===== config.mk =====
export PLATFORM = sky130hd
export DESIGN_NAME = hd32_issue_queue
export DESIGN_NICKNAME = d
export VERILOG_FILES = /design/src/rtl/hd32_issue_queue.sv
export SDC_FILE = /design/constraint.sdc
export NUM_CORES = 1
export LEC_CHECK = 0
export ABC_AREA = 1
export BUFFER_PORTS_ARGS = -buffer_cell sky130_fd_sc_hd__buf_2
export CAP_MARGIN = 20
export CORE_UTILIZATION = 25
export DETAILED_ROUTE_END_ITERATION = 10
export PLACE_DENSITY_LB_ADDON = 0.05
export SKIP_LAST_GASP = 1
export SYNTH_ARGS = -nofsm -noshare
export SYNTH_HDL_FRONTEND = slang
export SYNTH_SLANG_ARGS = --single-unit

===== constraint.sdc =====
create_clock -name clk -period 4.3 [get_ports clk]
set_input_delay 0.86 -clock clk [delete_from_list [all_inputs] [get_ports clk]]
set_output_delay 0.86 -clock clk [all_outputs]
set_load 0.02 [all_outputs]

===== src/rtl/hd32_issue_queue.sv =====
// hd32_issue_queue: request front end for the combinational HD32 divider.
// Requests are buffered in a circular FIFO, issued one per cycle from an
// issue register (p1) into the divider, and the divider outputs are captured
// with the request tag into a result register (p2) that is drained over a
// valid/ready handshake. Results always leave in acceptance order.
module hd32_issue_queue #(
  parameter int DEPTH = 4,
  parameter int TAG_W = 4,
  parameter int CNT_W = 16
) (
  input  logic                     clk,
  input  logic                     rst,
  input  logic                     in_valid,
  output logic                     in_ready,
  input  logic                     in_mode,
  input  logic [31:0]              in_dividend,
  input  logic [31:0]              in_divider,
  input  logic [TAG_W-1:0]         in_tag,
  output logic                     div_mode,
  output logic [31:0]              div_dividend,
  output logic [31:0]              div_divider,
  input  logic [31:0]              div_quotient,
  input  logic [31:0]              div_remainder,
  input  logic                     div_zero_error,
  output logic                     out_valid,
  input  logic                     out_ready,
  output logic [31:0]              out_quotient,
  output logic [31:0]              out_remainder,
  output logic                     out_zero_error,
  output logic [TAG_W-1:0]         out_tag,
  output logic [$clog2(DEPTH):0]   fifo_count,
  output logic [CNT_W-1:0]         zero_err_cnt
);

  localparam int DATA_W = 32;
  localparam int AW     = $clog2(DEPTH);
  localparam int REQ_W  = 1 + 2 * DATA_W + TAG_W;
  localparam logic [AW:0] FULL_CNT = (AW + 1)'(DEPTH);

  // Saturating increment: the counter sticks at all-ones instead of wrapping.
  function automatic logic [CNT_W-1:0] sat_inc(input logic [CNT_W-1:0] v);
    return (&v) ? v : v + CNT_W'(1);
  endfunction

  // Request storage and pointers.
  logic [REQ_W-1:0]  mem [DEPTH];
  logic [AW-1:0]     wr_ptr;
  logic [AW-1:0]     rd_ptr;

  // FIFO head fields.
  logic              head_mode;
  logic [DATA_W-1:0] head_dividend;
  logic [DATA_W-1:0] head_divider;
  logic [TAG_W-1:0]  head_tag;

  // Issue stage registers.
  logic              vld_p1;
  logic              iss_mode_p1;
  logic [DATA_W-1:0] iss_dividend_p1;
  logic [DATA_W-1:0] iss_divider_p1;
  logic [TAG_W-1:0]  iss_tag_p1;

  // Result stage registers.
  logic              vld_p2;
  logic [DATA_W-1:0] res_quotient_p2;
  logic [DATA_W-1:0] res_remainder_p2;
  logic              res_zero_error_p2;
  logic [TAG_W-1:0]  res_tag_p2;

  // Handshake / flow-control terms.
  logic push;
  logic pop;
  logic adv;
  logic out_fire;

  // in_ready drops during reset and whenever the FIFO is full; a full FIFO
  // never accepts a push even if it pops in the same cycle.
  assign in_ready = !rst && (fifo_count < FULL_CNT);
  assign push     = in_valid && in_ready;
  assign out_fire = vld_p2 && out_ready;
  assign adv      = vld_p1 && (!vld_p2 || out_ready);
  assign pop      = (fifo_count != '0) && (!vld_p1 || adv);

  assign {head_mode, head_dividend, head_divider, head_tag} = mem[rd_ptr];

  // ---- p0: request FIFO ----

  // Write the accepted request into the slot under the write pointer.
  always_ff @(posedge clk) begin
    if (push) begin
      mem[wr_ptr] <= {in_mode, in_dividend, in_divider, in_tag};
    end
  end

  // Pointers wrap modulo DEPTH; occupancy is unchanged on push+pop.
  always_ff @(posedge clk) begin
    if (rst) begin
      wr_ptr     <= '0;
      rd_ptr     <= '0;
      fifo_count <= '0;
    end else begin
      if (push) wr_ptr <= wr_ptr + AW'(1);
      if (pop)  rd_ptr <= rd_ptr + AW'(1);
      if (push && !pop) begin
        fifo_count <= fifo_count + (AW + 1)'(1);
      end else if (pop && !push) begin
        fifo_count <= fifo_count - (AW + 1)'(1);
      end
    end
  end

  // ---- p1: issue register, feeds the divider directly ----

  // Load the FIFO head when the issue slot is free or draining; otherwise
  // just clear the valid bit when the current request moves on.
  always_ff @(posedge clk) begin
    if (rst) begin
      vld_p1          <= 1'b0;
      iss_mode_p1     <= 1'b0;
      iss_dividend_p1 <= '0;
      iss_divider_p1  <= '0;
      iss_tag_p1      <= '0;
    end else if (pop) begin
      vld_p1          <= 1'b1;
      iss_mode_p1     <= head_mode;
      iss_dividend_p1 <= head_dividend;
      iss_divider_p1  <= head_divider;
      iss_tag_p1      <= head_tag;
    end else if (adv) begin
      vld_p1          <= 1'b0;
    end
  end

  assign div_mode     = iss_mode_p1;
  assign div_dividend = iss_dividend_p1;
  assign div_divider  = iss_divider_p1;

  // ---- p2: result register ----

  // Capture divider outputs with the issue tag on advance; a consumed result
  // with nothing behind it only drops valid, the data is held.
  always_ff @(posedge clk) begin
    if (rst) begin
      vld_p2            <= 1'b0;
      res_quotient_p2   <= '0;
      res_remainder_p2  <= '0;
      res_zero_error_p2 <= 1'b0;
      res_tag_p2        <= '0;
    end else if (adv) begin
      vld_p2            <= 1'b1;
      res_quotient_p2   <= div_quotient;
      res_remainder_p2  <= div_remainder;
      res_zero_error_p2 <= div_zero_error;
      res_tag_p2        <= iss_tag_p1;
    end else if (out_fire) begin
      vld_p2            <= 1'b0;
    end
  end

  assign out_valid      = vld_p2;
  assign out_quotient   = res_quotient_p2;
  assign out_remainder  = res_remainder_p2;
  assign out_zero_error = res_zero_error_p2;
  assign out_tag        = res_tag_p2;

  // Count delivered divide-by-zero results, saturating at all-ones.
  always_ff @(posedge clk) begin
    if (rst) begin
      zero_err_cnt <= '0;
    end else if (out_fire && res_zero_error_p2) begin
      zero_err_cnt <= sat_inc(zero_err_cnt);
    end
  end

endmodule


==> results by group <==
Drt
  • Detailed Routing Iterations Pass 1: 4
  • Via Count: between 10,000 and 15,000
  • Number of DRC markers in iteration 0: roughly 480
  • Total wire length: just under 50,000 um
  • DRC errors left: 0
  • Via density: approximately 4.4
  • ANT nets after route: 0
  • WL per Instance: approximately 18 um

Timing
  • Final min period: approximately 2.3 ns
  • Slew headroom: 0.459
  • Final worst path period share: 0.529
  • Fin Clk Skew: 0.0171 ns
  • Max Fclk: ~440 MHz
  • Worst Hold Slack: approximately 0.48 ns
  • Slew Viols, Final: 0
  • Slew @ Worst Pin: between 0.8 and 0.9 ns
  • Worst setup margin: 2.03 ns
  • Final Hold Violating Endpoints: 0
  • Final setup fails: 0
  • RSZ-0062 raised after global routing: false

Critical path
  • CP arrival: 2.51 ns
  • RR Startpoint: rd_ptr[0]
  • Critical path type: primary input to register
  • R2R setup slack: ~2.1 ns
  • Crit start category: primary input
  • Critical path cell sequence: buf_2, nor2_1, nand2_1, nor2_4, buf_12
  • Slowest cell on the critical path: nor2_4
  • Worst-path fanout max: 57
  • R2r endpoint: iss_tag_p1[2]
  • CP Capture Type: register
  • Critical Path Max Stage Delay: around 0.52 ns
  • Worst EP required: roughly 4.5 ns
  • Reg2Reg Depth: 4

Synth
  • Post-synth ARST share: 0
  • Synth Instances: about 1,500
  • Ys flop type: edfxtp_1
  • Flop and latch count out of synthesis: 439
  • Top cell type by total area after synthesis: edfxtp_1
  • Post-synth EDFFs: 276
  • Synth top area cells: edfxtp_1 50%, dfxtp_1 20%, nor2_1 11%, o21ai_0 7.3%, a31oi_1 2.6%
  • Yosys cell types: 31
  • Most common cell in the netlist: nor2_1
  • Synth Cell Area: around 16,000 um^2
  • Yosys top cell area share: 0.504
  • Synthesized area per cell: ~11 um^2
  • Mapped Nets: ~1,600
  • Synth top cells by count: 468 x nor2_1, 276 x edfxtp_1, 240 x o21ai_0
  • Synth warn: 0
  • Seq/Total Area, Yosys: 0.703

Run status
  • Status: finished, final reports clean

Floorplanning
  • Die Width: roughly 260 um
  • Die area: roughly 67,000 um^2
  • Rows: between 90 and 100
  • Starting Density: 0.254
  • Top-level I/O count: 293
  • Die Height: about 260 um
  • Core ar.: approximately 65,000 um^2

CTS
  • Clk buf depth: 3
  • Clock tree root driver cell: clkbuf_16
  • Clock transition at path regs: around 0.060 ns
  • H-tree depth: 2
  • Post-cts resize count: 0
  • # hold bufs at CTS: 0
  • Insertion delay to the later sink of the worst-skew pair: 0.60 ns
  • CTS tree: yes
  • Clock sinks: roughly 440
  • Total CTS buffers: between 50 and 60
  • Post-CTS setup buffer count: 0

Cells and area
  • P&R area growth vs syn: 24.5%
  • Layout cells sized above 1: 0.233
  • Nets: between 1,500 and 2,000

Placed design
  • Port Buffers: about 290
  • Final Wtd Congestion: between 0.7 and 0.8
  • Hpwl dp: about 28,000 um
  • Pre-CTS setup slack: 1.36 ns

Global route
  • First-pass GRT wire length: roughly 73,000 um
  • Global-route usage over all layers: 0.143
  • GRT Residual Overflow: 0
  • Initial antenna violation count: 8
  • Largest net degree at the start of global routing: 140
  • Vias in the first global route: 11,500

Hold path
  • Hold Path Depth: 1
  • HP Class: primary input to register
  • Hold worst-path end: mem[2][35]
  • Hold_sp: in_divider[31]

Power and ir drop
  • Leak pwr: about 7.8 nW
  • Pwr/cell area: 687 nW/um^2
  • Maximum vdd drop: around 0.38 mV
  • Total Power: 0.0141 W

Run
  • Max_cap viols: 0
[critical path: cells and delay by family]
family,cells,cell delay (ns)
buffers and inverters,2,0.60
and+or+nand+nor,3,1.01
[registers in the layout (all words and copies together) (netlist names)]
name / flops
out_tag: 4
div_dividend: 32
out_valid: 1
wr_ptr: 2
vld_p1: 1
out_remainder: 32
div_divider: 32
mem: 276
out_quotient: 32
rd_ptr: 2
fifo_count: 3
iss_tag_p1: 4
div_mode: 1
zero_err_cnt: 16
out_zero_error: 1
[through the flow]
step	cell area, um^2	TNS (ns)	instances	util
2_1_floorplan	16400	-194.12	1493	-
3_3_place_gp	18700	0	2562	0.289
3_5_place_dp	18700	0	2562	0.289
4_1_cts	20400	0	2662	0.316
5_1_grt	20500	0	2663	0.316
6_report	20500	0	2664	0.316
[placed cells by master (no fill, tap or decap), types with 2 or more instances in the layout]
master and n:
nor2_1 464, buf_2 292, edfxtp_1 276, o21ai_0 240, dfxtp_1 161, a31oi_1 69, clkbuf_16 53, o21ai_1 45
nand2_1 43, inv_1 24, a21oi_1 14, clkinv_2 13, nand3_1 12, clkbuf_1 10, buf_4 10, clkbuf_8 8
nor2_4 7, clkinv_1 7, nand4_1 6, ha_1 6, buf_12 6, inv_2 5, nor2_2 5, bufinv_16 4
nand3_2 3, nor3_1 3, nand2_2 2, inv_4 2, and2_1 2, inv_6 2, clkinv_8 2, clkinvlp_4 2
dfxtp_4 2
[power by group]
part	internal (W)	switching, W	total, W	leakage [nW]
clock	0.00264	0.00181	0.00445	0.859
combinational	0.00115	0.00277	0.00392	3.14
sequential	0.00517	0.000517	0.00569	3.85
total	0.00897	0.00509	0.0141	7.85
[layout make-up]
cell class / instances / area [um^2]
clock buffer: 71 / 1470
fill: 6743 / 44200
tap: 855 / 1070
inverter: 32 / 130
timing repair buffer: 309 / 1680
sequential: 439 / 11600
clock inverter: 29 / 268
multi-input combinational: 928 / 4280
antenna: 1 / 2.50
[layer usage]
metal	vias up	routed length, um	GRT usage
met5	-	64	0
met3	81	2570	0.0338
met1	5608	21700	0.179
li1	5740	-	-
met4	10	983	0.0413
met2	251	23400	0.244
[cell families after synthesis]
kind of cell,share of synthesized area
AND/OR/NAND/NOR,0.133
flip-flops,0.703
AO/OA/AOI/OAI,0.119
buffers and inverters,0.0393
adder cells (fa/ha/maj),0.00578
XOR/XNOR,0.000533
[worst max path at each step]
stage                     cells after the start      start               end
after CTS                                     3  rd_ptr[0]  div_dividend[23]
after global placement                       11        rst     fifo_count[2]
after global routing                          5        rst        mem[3][44]
after detailed placement                      5        rst        mem[3][49]
final                                         5        rst        mem[3][44]
after floorplan                               4        rst         mem[0][0]
Power figures use the tool's default switching activity.
